`src/rtl/cla_pkg.sv`:
```
// Shared types and helpers for the serial carry-lookahead adder.
// Latency: n/a (declarations only).
// Backpressure: n/a.
package cla_pkg;

    // Width of one lookahead slice processed per cycle.
    localparam int NIBBLE_W = 4;

    typedef enum logic [1:0] {
        IDLE = 2'd0,
        RUN  = 2'd1,
        DONE = 2'd2
    } state_t;

    // Two's-complement overflow of the full-width add. The MSB sum bit is
    // a^b^c_in_msb, so a^b^s recovers the carry into the MSB; overflow is
    // that carry differing from the carry out of the MSB.
    function automatic logic signed_ovf(
        input logic a_msb,
        input logic b_msb,
        input logic s_msb,
        input logic c_out
    );
        return (a_msb ^ b_msb ^ s_msb) ^ c_out;
    endfunction

endpackage

```
`src/rtl/cla4_core.sv`:
```
// Purely combinational 4-bit carry-lookahead adder slice.
// Latency: 0 cycles (combinational).
// Backpressure: none; ports a,b,ci -> s,co.
module cla4_core (
    input  logic [3:0] a,
    input  logic [3:0] b,
    input  logic       ci,
    output logic [3:0] s,
    output logic       co
);

    logic [3:0] g;
    logic [3:0] p;
    logic       c1;
    logic       c2;
    logic       c3;

    assign g = a & b;
    assign p = a ^ b;

    // Every carry is a flat sum of products of g/p/ci: no carry depends on
    // another computed carry, so the slice has a constant two-level depth.
    assign c1 = g[0]
              | (p[0] & ci);
    assign c2 = g[1]
              | (p[1] & g[0])
              | (p[1] & p[0] & ci);
    assign c3 = g[2]
              | (p[2] & g[1])
              | (p[2] & p[1] & g[0])
              | (p[2] & p[1] & p[0] & ci);
    assign co = g[3]
              | (p[3] & g[2])
              | (p[3] & p[2] & g[1])
              | (p[3] & p[2] & p[1] & g[0])
              | (p[3] & p[2] & p[1] & p[0] & ci);

    assign s = p ^ {c3, c2, c1, ci};

endmodule

```
`src/rtl/serial_cla_adder.sv`:
```
// WIDTH-bit adder that processes one 4-bit CLA slice per cycle; ports: clk, rst_n,
//   in_valid/in_ready + a,b,cin in; out_valid/out_ready + sum,cout,ovf out.
// Latency: out_valid rises NIB edges after the accept edge; one op in flight, II = NIB+2.
// Backpressure: result held in DONE until out_ready; in_ready only in IDLE, no drain/accept overlap.
module serial_cla_adder
    import cla_pkg::*;
#(
    parameter int WIDTH = 16
) (
    input  logic             clk,
    input  logic             rst_n,
    input  logic             in_valid,
    output logic             in_ready,
    input  logic [WIDTH-1:0] a,
    input  logic [WIDTH-1:0] b,
    input  logic             cin,
    output logic             out_valid,
    input  logic             out_ready,
    output logic [WIDTH-1:0] sum,
    output logic             cout,
    output logic             ovf
);

    localparam int NIB   = WIDTH / NIBBLE_W;
    localparam int IDX_W = $clog2(NIB);
    localparam logic [IDX_W-1:0] LAST_IDX = IDX_W'(NIB - 1);

    state_t state;
    state_t state_nxt;

    // a_sh doubles as the partial-sum register: each RUN edge consumes the
    // low nibble of A and the freshly computed sum nibble fills the vacated
    // top nibble, so after NIB edges {s, a_sh[WIDTH-1:4]} is the full sum.
    logic [WIDTH-1:0] a_sh;
    logic [WIDTH-1:0] b_sh;
    logic             a_msb;
    logic             b_msb;
    logic             carry;
    logic [IDX_W-1:0] idx;

    logic [3:0]       s;
    logic             c4;
    logic             accept;
    logic             last;

    cla4_core u_core (
        .a  (a_sh[NIBBLE_W-1:0]),
        .b  (b_sh[NIBBLE_W-1:0]),
        .ci (carry),
        .s  (s),
        .co (c4)
    );

    assign in_ready  = (state == IDLE);
    assign out_valid = (state == DONE);
    assign accept    = in_valid & in_ready;
    assign last      = (state == RUN) && (idx == LAST_IDX);

    always_ff @(posedge clk or negedge rst_n) begin
        if (!rst_n) begin
            state <= IDLE;
        end else begin
            state <= state_nxt;
        end
    end

    always_comb begin
        state_nxt = state;
        case (state)
            IDLE: begin
                if (accept) begin
                    state_nxt = RUN;
                end
            end
            RUN: begin
                if (last) begin
                    state_nxt = DONE;
                end
            end
            DONE: begin
                if (out_ready) begin
                    state_nxt = IDLE;
                end
            end
            default: begin
                state_nxt = IDLE;
            end
        endcase
    end

    always_ff @(posedge clk or negedge rst_n) begin
        if (!rst_n) begin
            a_sh  <= '0;
            b_sh  <= '0;
            a_msb <= 1'b0;
            b_msb <= 1'b0;
            carry <= 1'b0;
            idx   <= '0;
            sum   <= '0;
            cout  <= 1'b0;
            ovf   <= 1'b0;
        end else begin
            if (accept) begin
                a_sh  <= a;
                b_sh  <= b;
                a_msb <= a[WIDTH-1];
                b_msb <= b[WIDTH-1];
                carry <= cin;
                idx   <= '0;
            end else if (state == RUN) begin
                a_sh  <= {s, a_sh[WIDTH-1:NIBBLE_W]};
                b_sh  <= {{NIBBLE_W{1'b0}}, b_sh[WIDTH-1:NIBBLE_W]};
                carry <= c4;
                idx   <= idx + IDX_W'(1);
                // Outputs only change here, so the previous result stays
                // visible while the next operation is in progress.
                if (last) begin
                    sum  <= {s, a_sh[WIDTH-1:NIBBLE_W]};
                    cout <= c4;
                    ovf  <= signed_ovf(a_msb, b_msb, s[3], c4);
                end
            end
        end
    end

endmodule

```
`config.mk`:
```
export PLATFORM = sky130hd
export DESIGN_NAME = serial_cla_adder
export DESIGN_NICKNAME = d
export VERILOG_FILES = /design/src/rtl/cla_pkg.sv /design/src/rtl/cla4_core.sv /design/src/rtl/serial_cla_adder.sv
export SDC_FILE = /design/constraint.sdc
export NUM_CORES = 1
export LEC_CHECK = 0
export CAP_MARGIN = 20
export CORE_ASPECT_RATIO = 0.75
export CORE_MARGIN = 10
export CORE_UTILIZATION = 50
export CTS_BUF_LIST = sky130_fd_sc_hd__clkbuf_16
export DETAILED_ROUTE_END_ITERATION = 10
export PLACE_DENSITY = 0.78
export REMOVE_ABC_BUFFERS = 1
export SLEW_MARGIN = 20
export SYNTH_ARGS = -nofsm -noshare
export SYNTH_HDL_FRONTEND = slang
export SYNTH_HIERARCHICAL = 1
export SYNTH_SLANG_ARGS = --single-unit
```
`constraint.sdc`:
```
create_clock -name clk -period 3.72 [get_ports clk]
set_input_delay 0.558 -clock clk [delete_from_list [all_inputs] [get_ports clk]]
set_output_delay 0.558 -clock clk [all_outputs]
set_load 0.01 [all_outputs]
```
==> results.cfg <==
[logic_synthesis]
synth.area.top_cells = dfrtp_1, mux2_4, a221o_1, nand2b_1, nand2_1
synth-edff-count = 0
synth_area_sq_um = 2830
synth_fa_ha_area_share_pct = 2.92
synth-compound-area-share_pct = 19.5
synthCells = 240
synth_ff_type = dfrtp_1
ys_seq_elements = 57
synth_top_family_by_area = compound AO/OA/AOI/OAI gates
ys_types = 30
avgSynthCellArea_sq_um = 11.8
synth-simple-area-share_pct = 9.59
synth_mux_area_share_pct = 9.81
synth_top_area_share_pct = 50.4
ys_seq_area_share_pct = 50.4
synth_xor_area_share_pct = 1.86
async_flop_share_pct = 100
yosysTopAreaCell = dfrtp_1
ys_warn_count = 6

[final_layout]
fillCellCount = 415
drive_above_1_share_pct = 14.3
area_growth_pct = 30.8
final_util_pct = 68.5
nets = 338
diodes = 0

[timing]
slew_headroom_pct = 36.3
finalMaxSlewViolations = 0
setup_ws_ns = 1.17
post-route-period-util_pct = 68.6
finalWorstPathRequiredPeriod_ns = 2.55
fmax_mhz = 392
setup_viol = 0
grt_setup_unrepaired = no
final_hold_viol_count = 0
worst_slew_pin_slew_ns = 0.950
fin_skew_ns = 0.00699
fin_setup_tns_ns = 0

[routing]
vias = 2042
via_per_inst = 5.45
drtAntennaViolNets = 0
totalWireLength_microns = 6400
drt_iter0_drc = 70
wl_per_cell_microns = 17.1
first_pass_iters = 4
drc = 0

[run]
drv_cap = 0

[clock_tree]
numCtsBuffers = 9
cts_tree = built
cts_sinks = 57
holdBufCountCts = 0
clockBufferDepth = 2
cts_root_buf = clkbuf_16
cts.clk_slew.worst_paths_ns = 0.05
cts_max_level = 3
cts-resized-gates = 0
clkLatencyLatePin_ns = 0.33
postCtsSetupBuffers = 0

[global_routing]
grt_max_degree = 31
antenna_found_initial = 0
grt.total_usage_pct = 14.9
grt_pass1_vias = 2155
overflow = 0
grt_pass1_wl_microns = 10800

[floorplanning]
dieWidth_microns = 107
core_area_sq_um = 5410
dieArea_sq_um = 9100
initial_core_util_pct = 52.3
die_h_microns = 85.2
io_pins = 57
rows = 23

[critical_path]
cp.required_ns = 3.16
crit_path_cell_trace = nand2_1 -> inv_1 -> clkdlybuf4s50_1
crit_type = reg2out
cp_num_buf_inv = 2
max_stage_delay_ns = 0.91
startpoint_type = flip-flop
path_max_fanout = 30
critPathTopFamily = flip-flops
cp-end-kind = primary output
arrival_ns = 2.00
slowest_stage = dfrtp_1

[power]
p_leak_nw = 1.70
p_sw_mw = 1.24
p_sw_share_pct = 33.8
ir_drop_mv = 0.457
p_total_mw = 3.67
pwr-share-seq_pct = 32.6
clockPowerShare_pct = 23.4
internal_power_mw = 2.43
p_per_area_nw_per_um2 = 992
power_frac_comb_pct = 44.0

[placement]
io_buffers = 56
dpl.hpwl_microns = 4450
gp_congestion = 0.765
post-place-ws_ns = 1.40

[run_status]
status = complete, no violations

[hold_path]
hold_class = in2async
## cell usage after synthesis, types with 5 or more instances
| cell | count |
|---|---|
| dfrtp_1 | 57 |
| nand2_1 | 22 |
| a221o_1 | 21 |
| nand2b_1 | 21 |
| mux2_4 | 17 |
| o21ai_1 | 16 |
| inv_1 | 13 |
| buf_2 | 8 |
| o21ai_0 | 7 |
| a22o_1 | 5 |
| a2bb2oi_1 | 5 |
| buf_6 | 5 |
| ha_1 | 5 |
| o22a_1 | 5 |
| xnor2_1 | 5 |
## logic make-up after synthesis
logic type / Yosys count
AO/OA/AOI/OAI: 73
XOR/XNOR: 6
adder cells (fa/ha/maj): 6
buffers and inverters: 29
flip-flops: 57
multiplexers: 19
AND/OR/NAND/NOR: 50
## flip-flops by register name (all words and copies together) (netlist names)
register,cells
a_sh,16
sum,16
ovf,1
b_msb,1
idx,2
cout,1
b_sh,16
carry,1
state,2
a_msb,1
## power groups by stage
stage / Clock, mW / Sequential, mW / Combinational [mW]
floorplan: 0 / 1.20 / 1.09
global placement: 0 / 1.19 / 1.58
detailed placement: 0 / 1.21 / 1.63
CTS: 0.871 / 1.20 / 1.64
global route: 0.902 / 1.25 / 1.78
finish: 0.858 / 1.20 / 1.62
## metrics by stage
step / hold WS, ns / std cells / cell area (sq um)
2_1_floorplan: 0.262 / 224 / 2710
3_3_place_gp: 0.466 / 359 / 3390
3_5_place_dp: 0.478 / 359 / 3390
4_1_cts: 0.259 / 375 / 3700
5_1_grt: 0.283 / 375 / 3700
6_report: 0.244 / 375 / 3700
## cell type report
| type | count | area, sq um | area share (%) |
|---|---|---|---|
| Clock buffer | 9 | 225 | 6.08 |
| Multi-Input combinational cell | 154 | 1240 | 33.4 |
| Timing Repair Buffer | 60 | 586 | 15.8 |
| Clock inverter | 7 | 86.3 | 2.33 |
| Inverter | 13 | 48.8 | 1.32 |
| Sequential cell | 57 | 1430 | 38.5 |
| Tap cell | 75 | 93.8 | 2.53 |
## per-layer routing
layer | vias up | wire (microns) | track usage (%)
met3 | 10 | 406 | 6.50
met5 | - | 0 | 0
met2 | 54 | 2750 | 21.6
li1 | 978 | - | -
met1 | 1000 | 3140 | 19.2
met4 | 0 | 97 | 5.89
## placed cells by master, fill, tap and decap left out
| cell | Yosys | layout |
|---|---|---|
| nand2b_1 | 21 | 21 |
| o21ai_1 | 16 | 16 |
| a2bb2oi_1 | 5 | 5 |
| clkinvlp_4 | 0 | 1 |
| nor2_1 | 3 | 3 |
| a21o_1 | 3 | 3 |
| o32ai_1 | 1 | 1 |
| fa_1 | 1 | 1 |
| buf_4 | 3 | 4 |
| inv_1 | 13 | 14 |
| a22oi_1 | 3 | 3 |
| xor2_1 | 1 | 1 |
| a22o_1 | 5 | 5 |
| nor2b_2 | 1 | 1 |
| clkinv_2 | 0 | 3 |
| mux2_4 | 17 | 17 |
| nand3b_4 | 1 | 1 |
| o22ai_1 | 3 | 3 |
| ha_1 | 5 | 5 |
| nor2_2 | 1 | 1 |
| bufinv_16 | 0 | 2 |
| o21ai_0 | 7 | 7 |
| o22a_1 | 5 | 5 |
| a31o_1 | 1 | 1 |
| a21oi_1 | 3 | 3 |
| nand2_1 | 22 | 22 |
| nor2_4 | 1 | 1 |
| buf_2 | 8 | 1 |
| clkbuf_16 | 0 | 9 |
| a221o_1 | 21 | 21 |
| dfrtp_1 | 57 | 57 |
| clkdlybuf4s50_1 | 0 | 55 |
| mux2_2 | 2 | 2 |
| xnor2_1 | 5 | 5 |
## path summary, 6_finish.rpt
| kind | start | to | slack, ns | cells past startpoint |
|---|---|---|---|---|
| max | state[1] | out_valid | 1.17 | 3 |
| min in group clk | ovf | ovf | 0.49 | 2 |
| max in group asynchronous | rst_n | b_sh[2] | 2.65 | 2 |
| min | rst_n | sum[11] | 0.24 | 1 |
| max reg2reg | state[1] | a_sh[15] | 1.71 | 3 |
| min reg2reg | ovf | ovf | 0.49 | 2 |
(Power assumes the default switching activity.)
